===== config.mk =====
export PLATFORM = sky130hd
export DESIGN_NAME = shift_add_multiplier_flat
export DESIGN_NICKNAME = d
export VERILOG_FILES = /design/src/rtl/shift_add_multiplier_if.sv /design/src/rtl/shift_add_multiplier.sv /design/src/flat_wrapper.sv
export SDC_FILE = /design/constraint.sdc
export NUM_CORES = 1
export LEC_CHECK = 0
export ABC_CLOCK_PERIOD_IN_PS = 2500
export CORE_AREA = 2 2 70 56
export DETAILED_ROUTE_END_ITERATION = 16
export DIE_AREA = 0 0 72 58
export SLEW_MARGIN = 20
export SYNTH_ARGS = -nofsm -noshare
export SYNTH_HDL_FRONTEND = slang
export SYNTH_SLANG_ARGS = --single-unit

===== constraint.sdc =====
create_clock -name CLK -period 2.5 [get_ports CLK]
set_input_delay 0.25 -clock CLK [delete_from_list [all_inputs] [get_ports CLK]]
set_output_delay 0.25 -clock CLK [all_outputs]
set_load 0.1 [all_outputs]

===== src/rtl/shift_add_multiplier_if.sv =====
// shift_add_multiplier_if: START/AVAIL handshake and operand/result bus for the shift-and-add multiplier
interface shift_add_multiplier_if #(parameter int WL = 4);
    logic            START;
    logic [WL-1:0]   MULTIPLICAND;
    logic [WL-1:0]   MULTIPLIER;
    logic [2*WL-1:0] PRODUCT;
    logic            BUSY;
    logic            AVAIL;
    modport master (output START, MULTIPLICAND, MULTIPLIER, input PRODUCT, BUSY, AVAIL);
    modport slave  (input START, MULTIPLICAND, MULTIPLIER, output PRODUCT, BUSY, AVAIL);
endinterface


===== src/rtl/shift_add_multiplier.sv =====
// shift_add_multiplier: sequential unsigned shift-and-add multiplier, one add-and-shift step per clock
module shift_add_multiplier #(parameter int WL = 4) (
    input logic                   CLK,
    input logic                   RST_N,
    shift_add_multiplier_if.slave bus
);
    localparam int CW = $clog2(WL + 1);
    localparam logic [CW-1:0] LAST = CW'(WL - 1);
    typedef enum logic [1:0] {IDLE = 2'd0, RUN = 2'd1, DONE = 2'd2} state_t;
    state_t          state, state_nxt;
    logic [WL-1:0]   mcand, mplr;
    logic [WL:0]     acc, sum;
    logic [CW-1:0]   cnt;
    logic [2*WL:0]   shifted;
    logic [2*WL-1:0] product;
    logic            accept, last;
    // State register; reset aborts any multiplication in flight
    always_ff @(posedge CLK or negedge RST_N) begin
        if (!RST_N) state <= IDLE;
        else        state <= state_nxt;
    end
    // Next state: START is honoured only from IDLE or DONE; unused encodings fall back to IDLE
    always_comb begin
        state_nxt = IDLE;
        accept    = 1'b0;
        last      = 1'b0;
        case (state)
            IDLE: begin
                accept    = bus.START;
                state_nxt = bus.START ? RUN : IDLE;
            end
            RUN: begin
                last      = (cnt == LAST);
                state_nxt = last ? DONE : RUN;
            end
            DONE: begin
                accept    = bus.START;
                state_nxt = bus.START ? RUN : DONE;
            end
            default: state_nxt = IDLE;
        endcase
    end
    // One iteration: conditionally add the multiplicand into the high half, then shift the pair right
    always_comb begin
        sum     = acc + (mplr[0] ? {1'b0, mcand} : '0);
        shifted = {sum, mplr} >> 1;
    end
    // Datapath registers; PRODUCT only changes on the final step so the old result stays visible
    always_ff @(posedge CLK or negedge RST_N) begin
        if (!RST_N) begin
            mcand   <= '0;
            mplr    <= '0;
            acc     <= '0;
            cnt     <= '0;
            product <= '0;
        end else if (accept) begin
            mcand <= bus.MULTIPLICAND;
            mplr  <= bus.MULTIPLIER;
            acc   <= '0;
            cnt   <= '0;
        end else if (state == RUN) begin
            acc  <= shifted[2*WL:WL];
            mplr <= shifted[WL-1:0];
            cnt  <= cnt + 1'b1;
            if (last) product <= shifted[2*WL-1:0];
        end
    end
    assign bus.PRODUCT = product;
    assign bus.BUSY    = (state == RUN);
    assign bus.AVAIL   = (state == DONE);
endmodule


===== src/flat_wrapper.sv =====
// flat-port wrapper written by rule: the top's interface ports become plain ports
module shift_add_multiplier_flat 
#(parameter int WL = 4)
  (CLK, RST_N, bus_START, bus_MULTIPLICAND, bus_MULTIPLIER, bus_PRODUCT, bus_BUSY, bus_AVAIL);
  shift_add_multiplier_if #(.WL(WL)) bus_i ();
  input logic CLK;
  input logic RST_N;
  input wire logic [$bits(bus_i.START)-1:0] bus_START;
  input wire logic [$bits(bus_i.MULTIPLICAND)-1:0] bus_MULTIPLICAND;
  input wire logic [$bits(bus_i.MULTIPLIER)-1:0] bus_MULTIPLIER;
  output wire logic [$bits(bus_i.PRODUCT)-1:0] bus_PRODUCT;
  output wire logic [$bits(bus_i.BUSY)-1:0] bus_BUSY;
  output wire logic [$bits(bus_i.AVAIL)-1:0] bus_AVAIL;
  assign bus_i.START = bus_START;
  assign bus_i.MULTIPLICAND = bus_MULTIPLICAND;
  assign bus_i.MULTIPLIER = bus_MULTIPLIER;
  assign bus_PRODUCT = bus_i.PRODUCT;
  assign bus_BUSY = bus_i.BUSY;
  assign bus_AVAIL = bus_i.AVAIL;
  shift_add_multiplier #(.WL(WL)) u_core (.CLK(CLK), .RST_N(RST_N), .bus(bus_i));
endmodule

Word-level counts from Yosys, hierarchy flattened
Index checks and enable logic that the tools add are counted.
Storage, ports and cells
  latch bits: 0
  logic and storage cells: 29
  RAM bits: 0
  ROM bits: 0
  memories kept: 0
  output and inout bits: 10
  input port bits: 11
  register bits after elaboration: 26
Cells by class
  multiply operators: 0
  bitwise operators: 1
  multiplexer cells: 13
  reduce and logical (&&, ||, !) cells: 4
  magnitude comparators: 0
  $add $sub $neg: 2
  equality and inequality tests: 3
  divide/modulo/power cells: 0
  shift-type cells: 0
Operators by type and width (count)
  $mux 4: 3
  $mux 5: 2
  $mux 3: 2
  $pmux 2 s3: 1
  $add 5x5->5: 1
  $mux 2: 2
  $add 3x1->3 const B: 1
  $eq 3x2->1 const B: 1
  $mux 1: 3
  $reduce_and 3->1: 1
  $eq 2x1->1 const B: 1
  $eq 2x2->1 const B: 1
  $logic_not 2->1: 1
  $reduce_bool 2->1: 1
  $reduce_or 2->1: 1
  $not 1->1: 1

Longest topological paths before layout
Gate-level depths: netlist (run 1).
  word-level depth: 5
  mapped depth: 8
  depth with buffers taken out: 8

Worst setup path after synthesis (run 1)
No wires, ideal clock.
  path type: register -> register
  start: register u_core.mplr[0]
  end: register u_core.product[7], in the netlist u_core.bus.PRODUCT[7]
  library setup time: 0.126 ns
  period minus slack after synthesis: 1.564 ns
  buffers on the path: 0
  slack: 0.936 ns
  cell stages (with the launch flop): 9
  arrival time: 1.438 ns
  required time: 2.374 ns
  cells stage by stage: dfrtp_1 -> and2_1 -> ha_1 -> inv_1 -> fa_1 -> nor2b_1 -> o21ai_0 -> nand2b_1 -> mux2_2
Between the ends
  cells in the longest elaborated chain, start to end: 2
Ends and longest elaborated chain
  start, declared: line shift_add_multiplier.sv:11  | logic [WL-1:0] mcand, mplr;
  start signal, assigned: line shift_add_multiplier.sv:58  | mplr <= bus.MULTIPLIER;
  start signal, assigned: line shift_add_multiplier.sv:63  | mplr <= shifted[WL-1:0];
  $mux 4: line shift_add_multiplier.sv:45  | sum = acc + (mplr[0] ? {1'b0, mcand} : '0);
  $add 5x5->5: line shift_add_multiplier.sv:45
  end signal, assigned: line shift_add_multiplier.sv:65  | if (last) product <= shifted[2*WL-1:0];
  end, declared: line shift_add_multiplier.sv:15  | logic [2*WL-1:0] product;
Every way passes these cells.
A chain may end at the register's enable or synchronous reset.

Final worst setup path (run 1)
Same ends and word-level chain as after synthesis.

==> impl_metrics.tcl, run 1 <==
set metrics [dict create \
    outcome "completed" \
    overflow 0 \
    synth_compound_area_frac 0.117 \
    yosysTopAreaCellShare 0.503 \
    grt_pass1_wl_um 4130 \
    yosys.area_share.adder 0.0765 \
    rsz0062_at_grt "false" \
    post-cts-setup-buffers 0 \
    synth_area_um2 1240 \
    dr.pass1.iters 4 \
    area_growth_pct 19.5 \
    cp.arrival_ns 1.92 \
    initial_core_util 0.356 \
    synth_commonest_cells "dfrtp_1, nand2_1, o21ai_0" \
    postRouteAntennaNets 0 \
    synth-xor-area-share 0.0211 \
    portBuffers 20 \
    ys.flop_type "dfrtp_1" \
    hp-class "in -> async" \
    wl_per_cell_um 13.6 \
    hold_violations 0 \
    dieArea_um2 4180 \
    layout_min_cycle_time_ns 1.76 \
    multiInputGateArea_um2 556 \
    yosysUniqueCellTypes 28 \
    dp_cells 164 \
    die_h_um 58 \
    ctsResizeCount 0 \
    finalSetupViolCount 0 \
    clock_skew_ns 0.00183 \
    ctsHoldBuffers 0 \
    clkSlewWorstSetupHoldPaths_ns 0.08 \
    setup_ws_ns 0.737 \
    drt-total-wl_um 2290 \
    cts_buffers 3 \
    rows 19 \
    dp_hpwl_um 1750 \
    postSynthAreaPerCell_um2 11.7 \
    cp_max_fo 5 \
    cts_root_buf "clkbuf_8" \
    syn_nets 124 \
    ys_seq_area_frac 0.503 \
    setup_tns_ns 0 \
    slew-limit-headroom 0.596 \
    route.vias.total 805 \
    yosysWarnings 0 \
    fp.coreArea_um2 3490 \
    critPathLaunchType "flop" \
    synth-edff-count 0 \
    register_area_um2 626 \
    min_period_over_period 0.705 \
    fin_cells 168 \
    final_layout_size_suffix_gt1_frac 0.222 \
    grt_pass1_vias 845 \
    vias_per_cell 4.79 \
    place_ws_ns 0.562 \
    synthSimpleGateAreaFrac 0.109 \
    critPathKind "reg -> reg" \
    maxCapViolCount 0 \
    yosysMostFrequentCell "dfrtp_1" \
    synth_mux_area_frac 0.124 \
    fillCellCount 331 \
    tightest_slew_ns 0.605 \
    htreeDepth 1 \
    antenna_found_initial 0 \
    ys_ff_latch 25 \
    synthCells 106 \
    async_flop_share 1.00 \
    place.gp.congestion 0.786 \
    reg2regPathDepth 8 \
    worst_setup_path_end_kind "flop" \
    finalMaxSlewViolations 0 \
    cts_tree "yes" \
    grt_usage 0.129 \
    drc 0 \
    io_pins 21 \
    drt_first_iter_violations 40 \
    clock_sinks 25 \
    synth_top_family_by_area "multiplexers" \
    chipWidth_um 72 \
    synth_top_area_cell "dfrtp_1" \
    grt_max_degree 26 \
    nNetsFinal 145 \
    cp.required_ns 2.66 \
    yosys-top-cells-area "dfrtp_1, mux2_2, ha_1" \
    clockBufferDepth 2 \
    fmax_ghz 0.567 \
    clock_latency_ns 0.26 \
    diodes 0 \
]
==> routing by layer <==
layer | vias to the layer above | routed length [um] | track usage
li1 | 403 | - | -
met1 | 383 | 1110 | 0.183
met2 | 15 | 1060 | 0.197
met3 | 4 | 70 | 0.0313
met4 | 0 | 46 | 0.0350
met5 | - | 0 | 0
==> worst paths after layout <==
| check | slack, ns | end | start |
|---|---|---|---|
| setup / recovery | 0.74 | u_core.bus.PRODUCT[7] | u_core.mplr[0] |
| hold / removal | 0.34 | u_core.bus.PRODUCT[2] | RST_N |
| setup reg to reg | 0.74 | u_core.bus.PRODUCT[7] | u_core.mplr[0] |
| hold reg to reg | 0.48 | u_core.bus.PRODUCT[5] | u_core.bus.PRODUCT[5] |
| max in group asynchronous | 1.91 | u_core.cnt[0] | RST_N |
| min in group CLK | 0.48 | u_core.bus.PRODUCT[5] | u_core.bus.PRODUCT[5] |
==> sequential cells by signal (all words and copies together) (netlist names) <==
signal / cells
u_core.acc: 4
u_core.bus.PRODUCT: 8
u_core.cnt: 3
u_core.mcand: 4
u_core.mplr: 4
u_core.state: 2
==> metrics by stage <==
step                instance area, um2  utilization  hold WS [ns]
finish                            1490        0.425         0.340
global route                      1490        0.425         0.358
CTS                               1490        0.425         0.347
detailed placement                1440        0.412         0.472
global placement                  1440        0.412         0.464
floorplan                         1240            -       -0.0456
==> cells in the final DEF, fill, tap and decap left out, drive strengths merged <==
master	count
xor2	2
nand2b	3
ha	6
a21oi	4
fa	1
a211oi	3
xnor2	1
a22o	4
mux2	10
nor2	2
mux2i	3
buf	11
clkbuf	4
o21bai	1
dfrtp	25
inv	6
nand2	11
clkdlybuf4s50	10
o21ai	9
and2	3
a21o	1
a22oi	1
nor2b	5
==> kinds of logic after synthesis <==
| kind of cell | Yosys count |
|---|---|
| compound gates | 23 |
| mux | 13 |
| simple gates | 24 |
| xor+xnor | 3 |
| fa+ha+maj | 7 |
| buf+inv | 11 |
| flops | 25 |
==> layout make-up <==
cell class,instances,area share
Inverter,6,0.0168
Timing Repair Buffer,21,0.123
Multi-Input combinational cell,70,0.374
Tap cell,42,0.0354
Sequential cell,25,0.421
Clock buffer,4,0.0303
==> worst max-delay path, stage by stage, from the launching register on <==
cell and delay (ns):
dfrtp_1 0.42, and2_1 0.16, ha_1 0.19, inv_1 0.07, fa_1 0.21, nor2b_1 0.05, o21ai_0 0.16, nand2b_1 0.12
mux2_2 0.27
Power of run 1 is left out: the tool's default activity adds up to more than one toggle a clock period on the data nets, which glitch-free logic cannot reach.
==> run 2, diff against run 1 <==
- ABC_CLOCK_PERIOD_IN_PS: 2500 -> 1500
- clock period: 2.5 -> 1.5 ns (I/O delays scaled with it)
==> impl_metrics.tcl, run 2 (synthesis results as in run 1) <==
set metrics [dict create \
    clock_skew_ns 0.00590 \
    largest_reg_flops 8 \
    cp_max_fo 4 \
    failed_checks "negative setup slack" \
    final_layout_size_suffix_gt1_frac 0.365 \
    met2_usage 0.216 \
    initial_core_util 0.356 \
    setup_tns_ns -0.202 \
    critPathLaunch "u_core.mplr[0]" \
    min_period_over_period 1.06 \
    rows 19 \
    finalSetupViolCount 5 \
    dr.pass1.iters 4 \
    path_cells "and2_4 -> ha_4 -> inv_2 -> fa_2 -> o21ai_1 -> a22o_1" \
    wl_per_cell_um 13.9 \
    top_usage_layer "met2" \
    clockBufferDepth 2 \
    vias_per_cell 4.83 \
    diodes 0 \
    chipWidth_um 72 \
    area_growth_pct 41.4 \
    slew-limit-headroom 0.777 \
    cts_buffers 3 \
    setup_ws_ns -0.0872 \
    timing.rr.start "u_core.mplr[0]" \
    rsz0062_at_grt "true" \
    cp.arrival_ns 1.76 \
    timing.hold.ws_ns 0.239 \
    overflow 0 \
    path_delay_family "adder cells" \
    drc 0 \
    htreeDepth 1 \
    critPathLaunchType "flop" \
    clock_latency_ns 0.27 \
    hp-class "in -> async" \
    critPathKind "reg -> reg" \
    grt_pass1_wl_um 4310 \
    grt_max_degree 26 \
    tightest_slew_ns 0.335 \
    antenna_found_initial 0 \
    max_stage_delay_ns 0.52 \
    route.vias.total 865 \
    cts_tree "yes" \
    dieArea_um2 4180 \
    cpMaxStageDelayCell "fa_2" \
    grtUsageMet1 0.182 \
    nNetsFinal 156 \
    final_common_cell "dfrtp_1" \
    drt_first_iter_violations 42 \
    portBuffers 20 \
    drt-total-wl_um 2490 \
    postRouteAntennaNets 0 \
    outcome "finished with violations" \
    worst_setup_path_end_kind "flop" \
    ctsHoldBuffers 0 \
    fp.coreArea_um2 3490 \
    grt_usage 0.139 \
    final_cell_mix "dfrtp_1, buf_4, clkdlybuf4s50_1, buf_12, nand2_1" \
    place.gp.congestion 0.830 \
    io_pins 21 \
    cp.required_ns 1.67 \
    maxCapViolCount 0 \
    layout_min_cycle_time_ns 1.59 \
    grt_pass1_vias 901 \
    finalMaxSlewViolations 0 \
    hold_violations 0 \
    cts_root_buf "clkbuf_8" \
    dp_hpwl_um 1830 \
    clock_sinks 25 \
    fmax_ghz 0.630 \
    die_h_um 58 \
    crit_buf_inv 1 \
    grt_use_met3 0.0470 \
    final_util 0.503 \
    clkSlewWorstSetupHoldPaths_ns 0.09 \
]
## run 2: what timing repair did
item,in CTS,in global routing
setup buffers,0,1
gates resized for setup,9,5
pin swaps,8,4
setup endpoints to repair,7,8
## run 2: metrics by stage
stage | cell area, um2 | setup WS (ns) | cells
3_5_place_dp | 1650 | -0.114 | 174
6_report | 1760 | -0.0872 | 179
2_1_floorplan | 1250 | -0.0424 | 106
3_3_place_gp | 1650 | -0.0583 | 174
4_1_cts | 1730 | -0.0777 | 178
5_1_grt | 1760 | -0.150 | 179
## run 2: worst register-to-register path: stages, from the launching register on
cell     delay, ns
dfrtp_1       0.39
and2_4        0.17
ha_4          0.12
inv_2         0.03
fa_2          0.52
o21ai_1       0.07
a22o_1        0.18
## run 2: worst paths after layout
| kind | slack, ns | depth (start not counted) | endpoint |
|---|---|---|---|
| min in group CLK | 0.48 | 2 | u_core.mcand[0] |
| max in group asynchronous | 1.00 | 2 | u_core.cnt[2] |
| max reg2reg | -0.09 | 6 | u_core.acc[0] |
| max | -0.09 | 6 | u_core.acc[0] |
| min | 0.24 | 2 | u_core.mplr[3] |
| min reg2reg | 0.50 | 2 | u_core.cnt[2] |
## run 2: layout make-up
cell class / instances / area [um2]
inverter: 6 / 27.5
sequential: 25 / 626
clock buffer: 4 / 45.0
tap: 42 / 52.6
fill: 326 / 1740
timing repair buffer: 32 / 394
multi-input combinational: 70 / 614
## run 2: layer usage
metal | up-vias | wire length (um)
met5 | - | 0
met4 | 0 | 37
met3 | 5 | 167
met2 | 32 | 1060
met1 | 407 | 1230
li1 | 421 | -
Power of run 2 is left out for the same reason.
==> run 3, diff against run 2 <==
- ABC_AREA: unset -> 1
- CORE_AREA: 2 2 70 56 -> 2 2 69 55
- DIE_AREA: 0 0 72 58 -> 0 0 71 57
==> impl_metrics.tcl, run 3 <==
set metrics [dict create \
    place.gp.congestion 0.933 \
    yosysUniqueCellTypes 19 \
    area_growth_pct 43.1 \
    finalMaxSlewViolations 0 \
    clockPowerShare 0.098 \
    nNetsFinal 183 \
    syn_nets 153 \
    swShare 0.494 \
    min_period_over_period 0.970 \
    grt_pass1_vias 922 \
    portBuffers 20 \
    cts_root_buf "clkbuf_8" \
    regToRegEndpoint "u_core.acc[1]" \
    vias_per_cell 4.68 \
    postSynthAreaPerCell_um2 8.94 \
    dp_cells 200 \
    ys.flop_type "dfrtp_1" \
    outcome "completed" \
    clock_skew_ns 0.00688 \
    clock_latency_ns 0.27 \
    finalSetupViolCount 0 \
    pwr-share-seq 0.283 \
    fillCellCount 304 \
    hp-class "in -> async" \
    ys_seq_area_frac 0.518 \
    worst_setup_path_end_kind "flop" \
    yosysTopAreaCellShare 0.518 \
    yosysWarnings 0 \
    dpl-instance-area_um2 1600 \
    reg2regPathDepth 7 \
    ys_ff_latch 25 \
    rows 19 \
    yosysMostFrequentCell "nand2_1" \
    cp.arrival_ns 1.61 \
    synth_commonest_cells "nand2_1, dfrtp_1, inv_1" \
    fp.coreArea_um2 3450 \
    synthCells 135 \
    diodes 0 \
    async_flop_share 1.00 \
    route.vias.total 965 \
    timing.hold.ws_ns 0.239 \
    grt_usage 0.129 \
    critPathLaunch "u_core.mplr[0]" \
    final_cell_area_um2 1730 \
    dieArea_um2 4050 \
    synth_top_area_cell "dfrtp_1" \
    hold_violations 0 \
    dp_hpwl_um 1750 \
    htreeDepth 1 \
    initial_core_util 0.350 \
    drt-total-wl_um 2460 \
    place_ws_ns -0.00815 \
    drc 0 \
    critPathKind "reg -> reg" \
    cp.required_ns 1.66 \
    die_h_um 57 \
    peakVddDrop_uv 909 \
    register_area_um2 626 \
    cp_max_fo 3 \
    multiInputGateArea_um2 563 \
    fmax_ghz 0.687 \
    final_cell_mix "nand2_1, dfrtp_1, inv_1" \
    fin_cells 206 \
    maxCapViolCount 0 \
    total_power_mw 4.10 \
    io_pins 21 \
    slew-limit-headroom 0.789 \
    overflow 0 \
    rsz0062_at_grt "true" \
    final_common_cell "nand2_1" \
    yosys-top-cells-area "dfrtp_1, nand2_1, ha_1" \
    layout_min_cycle_time_ns 1.45 \
    synth-edff-count 0 \
    clock_sinks 25 \
    combPwrFrac 0.619 \
    clkSlewWorstSetupHoldPaths_ns 0.09 \
    leakage_nw 0.866 \
    timing.rr.start "u_core.mplr[0]" \
    grt_pass1_wl_um 4180 \
    synth_area_um2 1210 \
    cts_buffers 3 \
    critPathLaunchType "flop" \
    antenna_found_initial 0 \
    setup_ws_ns 0.0452 \
    postRouteAntennaNets 0 \
    tightest_slew_ns 0.317 \
    final_util 0.501 \
    largest_reg_flops 8 \
    p_int_mw 2.08 \
    cts_tree "yes" \
    rrSetupSlack_ns 0.05 \
    final_layout_size_suffix_gt1_frac 0.274 \
    dr.pass1.iters 4 \
    p_per_area_nw_per_um2 2380 \
    wl_per_cell_um 11.9 \
    drt_first_iter_violations 37 \
    setup_tns_ns 0 \
    clockBufferDepth 2 \
    grt_max_degree 26 \
    chipWidth_um 71 \
    switchingPower_mw 2.03 \
]
## run 3: cell families (layout without fill, tap and decap cells)
logic type	Yosys count	after routing	synth area share
buffers and inverters	21	50	0.0756
flip-flops	25	25	0.518
adder cells (fa/ha/maj)	7	7	0.0788
AND/OR/NAND/NOR	64	64	0.227
XOR/XNOR	1	1	0.00726
AO/OA/AOI/OAI	17	17	0.0932
## run 3: cell type report
type	count	share of cell area
inverter	20	0.0463
timing repair buffer	26	0.207
clock buffer	3	0.0239
sequential	25	0.362
clock inverter	1	0.00434
multi-input combinational	89	0.326
tap	42	0.0304
## run 3: routing by layer
metal / share of wire / routed length [um] / track usage
met1: 0.48 / 1180 / 0.190
met2: 0.46 / 1130 / 0.198
met3: 0.057 / 141 / 0.0353
met4: 0.0033 / 8 / 0.0162
met5: 0 / 0 / 0
## run 3: worst max-delay path by stage
stage	end	depth (start not counted)	slack, ns
finish	u_core.acc[1]	7	0.05
floorplan	u_core.bus.PRODUCT[7]	8	0.05
CTS	u_core.acc[0]	6	0.002
detailed placement	u_core.bus.PRODUCT[7]	8	-0.008
global placement	u_core.bus.PRODUCT[7]	8	0.04
global route	u_core.acc[1]	7	-0.05
## run 3: power groups by stage
stage          clock network [mW]  logic, mW  registers (mW)
6_report                    0.403       2.54            1.16
5_1_grt                     0.448       2.74            1.20
4_1_cts                     0.409       2.41            1.15
3_5_place_dp                    0       2.39            1.17
3_3_place_gp                    0       2.36            1.16
2_1_floorplan                   0       1.08            1.66
## run 3: worst max-delay path, stage by stage (launching register included)
cell     delay (ns)
dfrtp_1        0.37
nand2_1        0.06
inv_1          0.06
ha_2           0.18
inv_2          0.04
fa_2           0.39
xor2_2         0.17
o22ai_1        0.08
## run 3: what timing repair did
item	CTS	global route
hold buffers	0	0
endpoints found under the setup margin	4	8
buffers inserted	0	2
pin swaps	0	9
gates resized for setup	2	14
No activity file was read; power rests on OpenSTA's default activity.
